===== src/rtl/cim_level_seq.sv =====
// Sequential continuous-item-memory level generator: derives level k from the seed by
// inverting the top k*FlipsPerLevel bits, one level step per clock.
module cim_level_seq #(
    parameter int unsigned HVDimension   = 512,
    parameter int unsigned NumLevels     = 21,
    parameter int unsigned FlipsPerLevel = 12,
    parameter int unsigned LevelWidth    = $clog2(NumLevels)
) (
    input  logic                   clk_i,
    input  logic                   rst_i,
    input  logic [HVDimension-1:0] seed_hv_i,
    input  logic [LevelWidth-1:0]  req_level_i,
    input  logic                   req_valid_i,
    output logic                   req_ready_o,
    output logic [HVDimension-1:0] hv_o,
    output logic                   hv_valid_o,
    input  logic                   hv_ready_i
);

    typedef enum logic [1:0] {
        StIdle,
        StCompute,
        StOutput
    } state_e;

    localparam logic [LevelWidth-1:0] MaxLevel = LevelWidth'(NumLevels - 1);

    function automatic logic [HVDimension-1:0] gen_top_mask();
        logic [HVDimension-1:0] m;
        m = '0;
        for (int unsigned i = 0; i < FlipsPerLevel; i++) begin
            m[HVDimension-1-i] = 1'b1;
        end
        return m;
    endfunction

    // Mask for the first level step; later steps are this shifted down by whole levels.
    localparam logic [HVDimension-1:0] TopMask = gen_top_mask();

    state_e                 state;
    logic [HVDimension-1:0] work_hv;
    logic [LevelWidth-1:0]  step_cnt;
    logic [LevelWidth-1:0]  target;

    logic [LevelWidth-1:0]  req_target;
    logic [LevelWidth-1:0]  step_next;
    logic [31:0]            shift_amt;
    logic [HVDimension-1:0] flip_mask;
    logic [HVDimension-1:0] work_next;

    always_comb begin
        req_target = (req_level_i > MaxLevel) ? MaxLevel : req_level_i;
        step_next  = step_cnt + LevelWidth'(1);
        shift_amt  = 32'(step_cnt) * 32'(FlipsPerLevel);
        flip_mask  = TopMask >> shift_amt;
        work_next  = work_hv ^ flip_mask;
    end

    always_ff @(posedge clk_i or posedge rst_i) begin
        if (rst_i) begin
            state       <= StIdle;
            work_hv     <= '0;
            hv_o        <= '0;
            hv_valid_o  <= 1'b0;
            req_ready_o <= 1'b1;
            step_cnt    <= '0;
            target      <= '0;
        end else begin
            case (state)
                StIdle: begin
                    if (req_valid_i && req_ready_o) begin
                        work_hv     <= seed_hv_i;
                        target      <= req_target;
                        step_cnt    <= '0;
                        req_ready_o <= 1'b0;
                        if (req_target == '0) begin
                            hv_o       <= seed_hv_i;
                            hv_valid_o <= 1'b1;
                            state      <= StOutput;
                        end else begin
                            state <= StCompute;
                        end
                    end
                end
                StCompute: begin
                    work_hv  <= work_next;
                    step_cnt <= step_next;
                    if (step_next == target) begin
                        hv_o       <= work_next;
                        hv_valid_o <= 1'b1;
                        state      <= StOutput;
                    end
                end
                StOutput: begin
                    if (hv_ready_i) begin
                        hv_valid_o  <= 1'b0;
                        req_ready_o <= 1'b1;
                        state       <= StIdle;
                    end
                end
                default: begin
                    hv_valid_o  <= 1'b0;
                    req_ready_o <= 1'b1;
                    state       <= StIdle;
                end
            endcase
        end
    end

endmodule


===== config.mk =====
export PLATFORM = sky130hd
export DESIGN_NAME = cim_level_seq
export DESIGN_NICKNAME = d
export VERILOG_FILES = /design/src/rtl/cim_level_seq.sv
export SDC_FILE = /design/constraint.sdc
export NUM_CORES = 2
export LEC_CHECK = 0
export ABC_AREA = 1
export CORE_MARGIN = 1
export CORE_UTILIZATION = 30
export CTS_CLUSTER_DIAMETER = 60
export DETAILED_ROUTE_END_ITERATION = 7
export PLACE_DENSITY = 0.65
export SLEW_MARGIN = 20
export SYNTH_ARGS = -nofsm -noshare
export SYNTH_HDL_FRONTEND = slang
export SYNTH_SLANG_ARGS = --single-unit

===== constraint.sdc =====
create_clock -name clk_i -period 38.8 [get_ports clk_i]
set_input_delay 7.76 -clock clk_i [delete_from_list [all_inputs] [get_ports clk_i]]
set_output_delay 7.76 -clock clk_i [all_outputs]
set_load 0.02 [all_outputs]

==> impl_metrics.ini <==
[run_status]
outcome = completed

[timing]
final.min_clock_period_ns = 12.16
rsz0062_at_grt = false
hold_violations = 0
report.final.setup_viol = 0
max_freq_ghz = 0.0823
finalCritPeriodShare = 0.313
drv_slew = 0
clock-skew-final_ns = 0.0359
tightest_slew_ns = 1.19
slew_headroom = 0.210
fin_hold_ws_ns = 0.475
final.setup.tns_ns = 0

[floorplan]
design.die.area_um2 = 178000
pin_count = 1035
die_height_um = 422
row_count = 153
dieWidth_um = 422
initial_utilization = 0.303
core_region_area_um2 = 174000

[logic_synthesis]
synth.net_count = 8062
synth_sequential_area_ratio = 0.491
yosys_warnings = 0
mappedNetlistArea_um2 = 52900
synthesis.instances = 7530
synth.ff_latch_count = 1038
synth.avg_cell_area_um2 = 7.02
yosysUniqueCellTypes = 35

[grt]
use_met2 = 0.384
global_route.usage.met1 = 0.294
grt_pass1_wl_um = 321000
use_met3 = 0.0400
antenna_found_initial = 56
overflow = 0
grt_pass1_vias = 50478
grt_max_degree = 248
grt_use_total = 0.237
grt_most_used_layer = met2

[layout]
fin_cells = 10845
final_design_area_no_fill_um2 = 69500
final_nets = 8901
mostFrequentLayoutCell = nand2_1
fillCellCount = 17779
fin_util = 0.399
multiInputGateArea_um2 = 23100
share_of_cells_above_drive_strength_1 = 0.0567
final_cell_mix = nand2_1, dfrtp_1, clkdlybuf4s50_1
syn2layout_area_growth_pct = 31.5
seq_area_um2 = 26000

[cts]
clock_tree.buffer_depth = 3
worst_skew_pair.late_latency_ns = 0.77
cts-htree-levels = 4
clock_tree_from_tritoncts = built
tritoncts.num_buffers = 131
cts.sinks = 1038
cts.reportedPaths.clkPinSlew_ns = 0.06
cts_hold_buffers = 0
clock_tree.root_cell = clkbuf_16
cts_resized = 0
post-cts-setup-buffers = 0

[place]
detailedPlacementHpwl_um = 155000
port_buffers = 1034
dpl.cell_count = 10559
gp_congestion = 0.919
dpl_cell_area_um2 = 65100

[route]
detailroute.via_count = 52814
antenna_left = 0
post_drt_via_cell_ratio = 4.87
drc = 0
first_iter_violations = 4687
wl_um = 218000
routed_wire_length_per_instance_um = 20.1
detailedRoute.firstPassIterationCount = 5

[pwr]
worst_supply_voltage_drop_on_vdd_mv = 0.0631
power.density_nw_per_um2 = 94.3
leakagePower_nw = 35.2

[min_path]
holdCritPathClass = reg -> reg

[critical_path]
arrival_ns = 13.00
end_kind = async pin
maximum_fanout_along_the_worst_path = 115
critical_path_class = in -> async
worstPathRequired_ns = 39.65
critPathLaunchType = primary input

[job]
drv_cap = 0
==> sequential cells by signal, summed over array words and instances (netlist names) <==
| name | flops |
|---|---|
| state | 2 |
| work_hv | 512 |
| target | 5 |
| hv_valid_o | 1 |
| step_cnt | 5 |
| req_ready_o | 1 |
| hv_o | 512 |
==> synth_stat cells (all sizes together) <==
cell type	instances	share of area
xnor2	1	0.00017
a21oi	57	0.0055
nor3	31	0.0044
dfrtp	1037	0.49
nand4	39	0.0046
fa	1	0.00038
o21ai	409	0.039
nand2	3934	0.28
nand3	708	0.067
ha	10	0.0024
xor2	5	0.00083
or2	121	0.014
inv	588	0.042
a22oi	1	0.00014
clkbuf	255	0.018
dfstp	1	0.00050
o211ai	6	0.00085
clkinv	1	0.000071
o22ai	3	0.00035
buf	127	0.012
nor2	180	0.015
nand3b	15	0.0021
==> metrics by stage <==
step	worst slack, ns	power (mW)
finish	26.64	6.56
floorplan	1.83	3.94
detailed placement	25.64	5.36
global placement	25.65	5.28
global route	25.94	7.02
CTS	26.48	6.60
==> logic make-up (layout without fill, tap and decap cells) <==
kind of cell	after synthesis	in the layout	share of synthesized area
other	0	51	0
xor gates and xnor gates	6	6	0.000994
AOI/OAI and AO/OA	476	476	0.0456
adders and majority gates	11	11	0.00274
and+or+nand+nor	5028	5028	0.387
DFF	1038	1038	0.491
buffers and inverters	971	1910	0.0722
==> worst max-delay path, stage by stage <==
cell             delay (ns)
clkdlybuf4s50_1        0.49
inv_8                  0.57
buf_4                  0.78
buf_4                  0.90
buf_4                  0.76
buf_4                  0.84
buf_4                  0.62
==> power by group <==
part,total [mW],switching [mW],internal (mW)
Sequential,2.00,0.375,1.62
Combinational,3.35,2.22,1.13
Clock,1.21,0.511,0.702
==> routing by layer <==
metal  share of wire  wire length (µm)
met2            0.47            103000
met1            0.41             88400
met3           0.060             13000
met5         0.00038                82
met4           0.064             14000
==> path summary, 6_finish.rpt <==
| kind | from | end | slack, ns | cells after the start |
|---|---|---|---|---|
| min in group asynchronous | rst_i | work_hv[72] | 7.56 | 2 |
| max | rst_i | work_hv[203] | 26.64 | 7 |
| max reg2reg | step_cnt[0] | hv_o[440] | 33.65 | 12 |
| min reg2reg | work_hv[220] | work_hv[220] | 0.48 | 2 |
| max in group clk_i | req_level_i[0] | hv_o[440] | 26.82 | 12 |
| min | work_hv[220] | work_hv[220] | 0.48 | 2 |
==> area by class of cell <==
cell class,instances,area share
flip-flops and latches,1038,0.374
multi-input cells,5521,0.333
repair buffers,1088,0.157
clock buffers,182,0.0541
well taps,2325,0.0418
inverters,589,0.0323
clock inverters,51,0.00702
diodes,51,0.00184
Note: power is estimated with default switching activity, not from simulation.
